--- config.mk ---
export PLATFORM = sky130hd
export DESIGN_NAME = irq_ctrl_flat
export DESIGN_NICKNAME = d
export VERILOG_FILES = /design/src/rtl/irq_ctrl_if.sv /design/src/rtl/irq_ctrl.sv /design/src/flat_wrapper.sv
export SDC_FILE = /design/constraint.sdc
export NUM_CORES = 1
export LEC_CHECK = 0
export ABC_CLOCK_PERIOD_IN_PS = 1850
export CAP_MARGIN = 25
export CORE_ASPECT_RATIO = 1.5
export CORE_MARGIN = 2
export CORE_UTILIZATION = 35
export DETAILED_ROUTE_END_ITERATION = 10
export PLACE_DENSITY = 0.76
export REMOVE_ABC_BUFFERS = 1
export SLEW_MARGIN = 20
export SYNTH_ARGS = -nofsm -noshare
export SYNTH_HDL_FRONTEND = slang
export SYNTH_SLANG_ARGS = --single-unit
export TNS_END_PERCENT = 30
--- constraint.sdc ---
create_clock -name clk -period 1.85 [get_ports clk]
set_clock_uncertainty 0.05 [all_clocks]
set_input_delay 0.2775 -clock clk [delete_from_list [all_inputs] [get_ports clk]]
set_output_delay 0.2775 -clock clk [all_outputs]
set_load 0.01 [all_outputs]
--- src/rtl/irq_ctrl_if.sv ---
// irq_ctrl_if: pipeline-side signal bundle for the interrupt sequencer
interface irq_ctrl_if #(parameter int NUM_SRC = 4);
  logic [NUM_SRC-1:0] irq_in;
  logic               en_we;
  logic [NUM_SRC-1:0] en_wdata;
  logic [31:0]        ex_pc;
  logic               ex_valid;
  logic               pc_src;
  logic               stall;
  logic               mret_mem;
  logic               flush_o;
  logic               redirect_o;
  logic [31:0]        redirect_pc;
  logic               in_handler;
  logic [3:0]         cause;
  logic [31:0]        epc;
  logic [NUM_SRC-1:0] en_mask;
  modport master (
    output irq_in, en_we, en_wdata, ex_pc, ex_valid, pc_src, stall, mret_mem,
    input  flush_o, redirect_o, redirect_pc, in_handler, cause, epc, en_mask
  );
  modport slave (
    input  irq_in, en_we, en_wdata, ex_pc, ex_valid, pc_src, stall, mret_mem,
    output flush_o, redirect_o, redirect_pc, in_handler, cause, epc, en_mask
  );
endinterface

--- src/rtl/irq_ctrl.sv ---
// irq_ctrl: synchronises irq lines, latches pending edges and sequences trap entry/mret redirects
module irq_ctrl #(
  parameter int          NUM_SRC     = 4,
  parameter logic [31:0] VECTOR_BASE = 32'h0000_0100
) (
  input logic        clk,
  input logic        rst,
  irq_ctrl_if.slave  bus
);
  typedef enum logic {IDLE, HANDLER} state_t;
  state_t             state_q, state_d;
  logic [NUM_SRC-1:0] sync1_q, sync2_q, sync3_q;
  logic [NUM_SRC-1:0] pending_q, pending_d, en_mask_q, elig, clr;
  logic [31:0]        epc_q;
  logic [3:0]         cause_q, sel;
  logic               take, mret;
  assign elig = pending_q & en_mask_q;
  // descending scan leaves the lowest eligible index in sel
  always_comb begin
    sel = '0;
    for (int i = NUM_SRC - 1; i >= 0; i--) sel = elig[i] ? 4'(i) : sel;
  end
  always_comb begin
    take    = (state_q == IDLE) && (|elig) && bus.ex_valid && !bus.pc_src && !bus.stall;
    mret    = (state_q == HANDLER) && bus.mret_mem;
    state_d = take ? HANDLER : mret ? IDLE : state_q;
  end
  // a fresh edge is ORed in after the take clear, so set wins
  assign clr       = take ? (NUM_SRC'(1) << sel) : '0;
  assign pending_d = (pending_q & ~clr) | (sync2_q & ~sync3_q);
  always_ff @(posedge clk or posedge rst) begin
    if (rst) begin
      sync1_q   <= '0;
      sync2_q   <= '0;
      sync3_q   <= '0;
      pending_q <= '0;
      en_mask_q <= '0;
      state_q   <= IDLE;
      epc_q     <= '0;
      cause_q   <= '0;
    end else begin
      sync1_q   <= bus.irq_in;
      sync2_q   <= sync1_q;
      sync3_q   <= sync2_q;
      pending_q <= pending_d;
      en_mask_q <= bus.en_we ? bus.en_wdata : en_mask_q;
      state_q   <= state_d;
      epc_q     <= take ? bus.ex_pc : epc_q;
      cause_q   <= take ? sel : cause_q;
    end
  end
  assign bus.flush_o     = take | mret;
  assign bus.redirect_o  = take | mret;
  assign bus.redirect_pc = take ? VECTOR_BASE + {26'b0, sel, 2'b00} : mret ? epc_q : '0;
  assign bus.in_handler  = (state_q == HANDLER);
  assign bus.cause       = cause_q;
  assign bus.epc         = epc_q;
  assign bus.en_mask     = en_mask_q;
endmodule

--- src/flat_wrapper.sv ---
// flat-port wrapper written by rule: the top's interface ports become plain ports
module irq_ctrl_flat 
#(
  parameter int          NUM_SRC     = 4,
  parameter logic [31:0] VECTOR_BASE = 32'h0000_0100
)
  (clk, rst, bus_irq_in, bus_en_we, bus_en_wdata, bus_ex_pc, bus_ex_valid, bus_pc_src, bus_stall, bus_mret_mem, bus_flush_o, bus_redirect_o, bus_redirect_pc, bus_in_handler, bus_cause, bus_epc, bus_en_mask);
  irq_ctrl_if #(.NUM_SRC(NUM_SRC)) bus_i ();
  input logic clk;
  input logic rst;
  input wire logic [$bits(bus_i.irq_in)-1:0] bus_irq_in;
  input wire logic [$bits(bus_i.en_we)-1:0] bus_en_we;
  input wire logic [$bits(bus_i.en_wdata)-1:0] bus_en_wdata;
  input wire logic [$bits(bus_i.ex_pc)-1:0] bus_ex_pc;
  input wire logic [$bits(bus_i.ex_valid)-1:0] bus_ex_valid;
  input wire logic [$bits(bus_i.pc_src)-1:0] bus_pc_src;
  input wire logic [$bits(bus_i.stall)-1:0] bus_stall;
  input wire logic [$bits(bus_i.mret_mem)-1:0] bus_mret_mem;
  output wire logic [$bits(bus_i.flush_o)-1:0] bus_flush_o;
  output wire logic [$bits(bus_i.redirect_o)-1:0] bus_redirect_o;
  output wire logic [$bits(bus_i.redirect_pc)-1:0] bus_redirect_pc;
  output wire logic [$bits(bus_i.in_handler)-1:0] bus_in_handler;
  output wire logic [$bits(bus_i.cause)-1:0] bus_cause;
  output wire logic [$bits(bus_i.epc)-1:0] bus_epc;
  output wire logic [$bits(bus_i.en_mask)-1:0] bus_en_mask;
  assign bus_i.irq_in = bus_irq_in;
  assign bus_i.en_we = bus_en_we;
  assign bus_i.en_wdata = bus_en_wdata;
  assign bus_i.ex_pc = bus_ex_pc;
  assign bus_i.ex_valid = bus_ex_valid;
  assign bus_i.pc_src = bus_pc_src;
  assign bus_i.stall = bus_stall;
  assign bus_i.mret_mem = bus_mret_mem;
  assign bus_flush_o = bus_i.flush_o;
  assign bus_redirect_o = bus_i.redirect_o;
  assign bus_redirect_pc = bus_i.redirect_pc;
  assign bus_in_handler = bus_i.in_handler;
  assign bus_cause = bus_i.cause;
  assign bus_epc = bus_i.epc;
  assign bus_en_mask = bus_i.en_mask;
  irq_ctrl #(.NUM_SRC(NUM_SRC), .VECTOR_BASE(VECTOR_BASE)) u_core (.clk(clk), .rst(rst), .bus(bus_i));
endmodule
==> results.json <==
{
  "layout.nets": 361,
  "area_delta_synth_final_pct": 76.4,
  "fillers": 528,
  "dieArea_mm2": 0.00722,
  "critPathTopFamily": "simple AND/OR/NAND/NOR gates",
  "violations": "negative setup slack",
  "gp_congestion": 0.863,
  "synth_compound_area_share_pct": 6.50,
  "slowest_stage": "or4b_4",
  "synth_top_area_share_pct": 60.1,
  "io_pins": 122,
  "synth_fa_ha_area_share_pct": 0,
  "p_int_mw": 2.87,
  "hold_class": "in -> async",
  "start_kind": "input port",
  "seqPwrFrac_pct": 42.2,
  "portBuffers": 119,
  "setup_viol": 37,
  "crit_arrival_ns": 1.68,
  "end_kind": "output port",
  "grt.overflow.total": 0,
  "critPathMaxFanout": 3,
  "synth_area_leader_cell": "dfrtp_1",
  "synthTopCellsByArea": "dfrtp_1 (60%), mux2_2 (18%), and3_1 (7.9%), a22o_1 (1.9%), buf_6 (1.5%)",
  "pwr_density_cell_mw_per_mm2": 956,
  "grt_max_degree": 22,
  "cts_tree": "built",
  "period_share_pct": 109,
  "power_frac_comb_pct": 34.4,
  "slew_viol_final": 0,
  "clkPwrFrac_pct": 23.4,
  "dp_hpwl_mm": 4.54,
  "clock-sinks": 55,
  "drv_cap": 0,
  "crit_start": "bus_ex_valid",
  "drtIter0Drc": 83,
  "clockRootBuffer": "clkbuf_8",
  "row_count": 36,
  "diodes": 0,
  "grt_antenna_before_repair": 0,
  "synth_seq_cells": 55,
  "finalSetupTns_ns": -3.57,
  "synthCells": 170,
  "ant_nets": 0,
  "numCtsBuffers": 5,
  "vias": 1896,
  "cts_max_level": 2,
  "whs_ns": 0.239,
  "synthXorXnorAreaFrac_pct": 0,
  "netSwitchingFraction_pct": 25.8,
  "wl_per_cell_um": 16.1,
  "ys_warn_count": 0,
  "grt_setup_unrepaired": "true",
  "seq_area_frac_synth_pct": 60.1,
  "drive_above_1_share_pct": 27.0,
  "hold_violations": 0,
  "vias_per_cell": 4.85,
  "cp_slowest_stage_delay_ns": 0.52,
  "grt_use_total_pct": 16.8,
  "ir_drop_v": 0.000558,
  "die_h_um": 103,
  "critical_path_class": "in -> out",
  "coreArea_mm2": 0.00640,
  "synth_simple_gate_area_share_pct": 10.9,
  "leakagePower_nw": 2.02,
  "max_freq_mhz": 497,
  "drt_wl_total_mm": 6.28,
  "start_util_pct": 35.8,
  "crit_buf_inv": 2,
  "status": "complete, but fails checks",
  "crit_chain": "clkdlybuf4s50_1 -> or4b_4 -> a21oi_4 -> or2_4 -> buf_6",
  "synth_top_family_by_area": "multiplexers",
  "switchingPower_mw": 0.998,
  "setup_ws_ns": -0.160,
  "timing.rr.start": "u_core.bus.in_handler",
  "path_clk_slew_ns": 0.10,
  "dr.pass1.iters": 4,
  "final_area_mm2": 0.00404,
  "grt_pass1_vias": 1933,
  "grt_pass1_wl_mm": 9.60,
  "synth_cell_types": 28,
  "postPlaceCellArea_mm2": 0.00370,
  "period_minus_slack_ns": 2.01,
  "avgSynthCellArea_um2": 13.5,
  "drc": 0,
  "cts_max_path_buffers": 2,
  "synthMuxAreaShare_pct": 17.7,
  "clkLatencyLatePin_ns": 0.30,
  "synth_area_mm2": 0.00229,
  "required_ns": 1.52,
  "die_x_um": 70.0
}
## metal layers
metal | up-vias | wire, um | GRT usage (%)
met4 | 0 | 49 | 3.99
met2 | 72 | 3410 | 30.8
met5 | - | 0 | 0
li1 | 883 | - | -
met1 | 935 | 2400 | 19.9
met3 | 6 | 421 | 4.20
## power by group through the flow
| stage | clock network (mW) | registers [mW] | logic [mW] |
|---|---|---|---|
| floorplan | 0 | 1.73 | 0.329 |
| global placement | 0 | 1.64 | 1.20 |
| detailed placement | 0 | 1.65 | 1.22 |
| CTS | 0.933 | 1.63 | 1.31 |
| global route | 0.977 | 1.67 | 1.42 |
| finish | 0.905 | 1.63 | 1.33 |
## cell usage after synthesis (all sizes together)
library cell and n:
and3 29, buf 7, a21boi 1, o22a 1, a21oi 2, a2bb2oi 1
mux2 36, a22o 5, nand3 1, nor2 1, o21ai 2, or2 1
clkbuf 6, a22oi 2, dfrtp 55, o41ai 1, and2 2, or4b 1
a21o 2, nor4b 1, nand2 4, a32o 1, conb 1, inv 6
nand4 1
## worst reg2reg max path: cells and delay by family, from the launching register on
kind | cells | cell delay (ns)
flops | 1 | 0.41
simple gates | 1 | 0.55
buf+inv | 2 | 0.34
mux | 1 | 0.33
compound gates | 1 | 0.18
## placed cells by master (no fill, tap or decap), types with 2 or more instances in the layout
cell | Yosys | routed
a21o_1 | 2 | 2
a22o_1 | 5 | 5
a22oi_1 | 2 | 2
and3_1 | 29 | 29
buf_12 | 0 | 3
buf_2 | 1 | 2
buf_4 | 3 | 20
buf_6 | 3 | 6
bufinv_16 | 0 | 2
clkbuf_16 | 0 | 2
clkbuf_8 | 0 | 5
clkdlybuf4s50_1 | 0 | 82
conb_1 | 1 | 2
dfrtp_1 | 55 | 55
dlygate4sd2_1 | 0 | 32
inv_1 | 6 | 5
mux2_2 | 36 | 10
mux2_4 | 0 | 26
nand2_1 | 4 | 4
## final cells by class
class,instances,area (um^2),area share [%]
clock buffer,6,72.6,1.80
clock inverter,2,60.1,1.49
inverter,6,22.5,0.558
multi-input combinational,97,931,23.0
sequential,55,1380,34.1
tap,76,95.1,2.35
timing repair buffer,149,1480,36.7
## repair_timing
item,4_1_cts,5_1_grt
hold buffers,0,0
gates cloned,1,2
pin swaps,2,0
setup endpoints to repair,69,42
gates resized for setup,89,8
setup buffers,2,1
## per-stage QoR
stage          total power, mW  util [%]  setup WS (ns)  instances
2_1_floorplan             2.05         -         -0.685        158
3_3_place_gp              2.84      57.9         -0.647        377
3_5_place_dp              2.87      57.9         -0.680        377
4_1_cts                   3.87      61.8         -0.169        388
5_1_grt                   4.06      63.1         -0.213        391
6_report                  3.86      63.1         -0.160        391
## cell families after synthesis
group / count (synthesis)
buffers and inverters: 19
flip-flops: 55
AO/OA/AOI/OAI: 18
multiplexers: 36
other: 1
AND/OR/NAND/NOR: 41
## flip-flops by register name, summed over array words and instances (netlist names)
| name | count |
|---|---|
| u_core.bus.cause | 2 |
| u_core.bus.en_mask | 4 |
| u_core.sync3_q | 4 |
| u_core.bus.in_handler | 1 |
| u_core.bus.epc | 32 |
| u_core.pending_q | 4 |
| u_core.sync2_q | 4 |
| u_core.sync1_q | 4 |
## path summary, 6_finish.rpt
check / end / slack [ns] / cells after the start
hold reg to reg: u_core.sync2_q[0] / 0.31 / 0
min in group clk: u_core.sync2_q[0] / 0.31 / 0
setup reg to reg: u_core.bus.epc[21] / -0.11 / 5
hold / removal: u_core.bus.epc[19] / 0.24 / 2
setup / recovery: bus_flush_o / -0.16 / 5
max in group asynchronous: u_core.bus.en_mask[2] / 1.05 / 3
No activity file was read; power rests on OpenSTA's default activity.
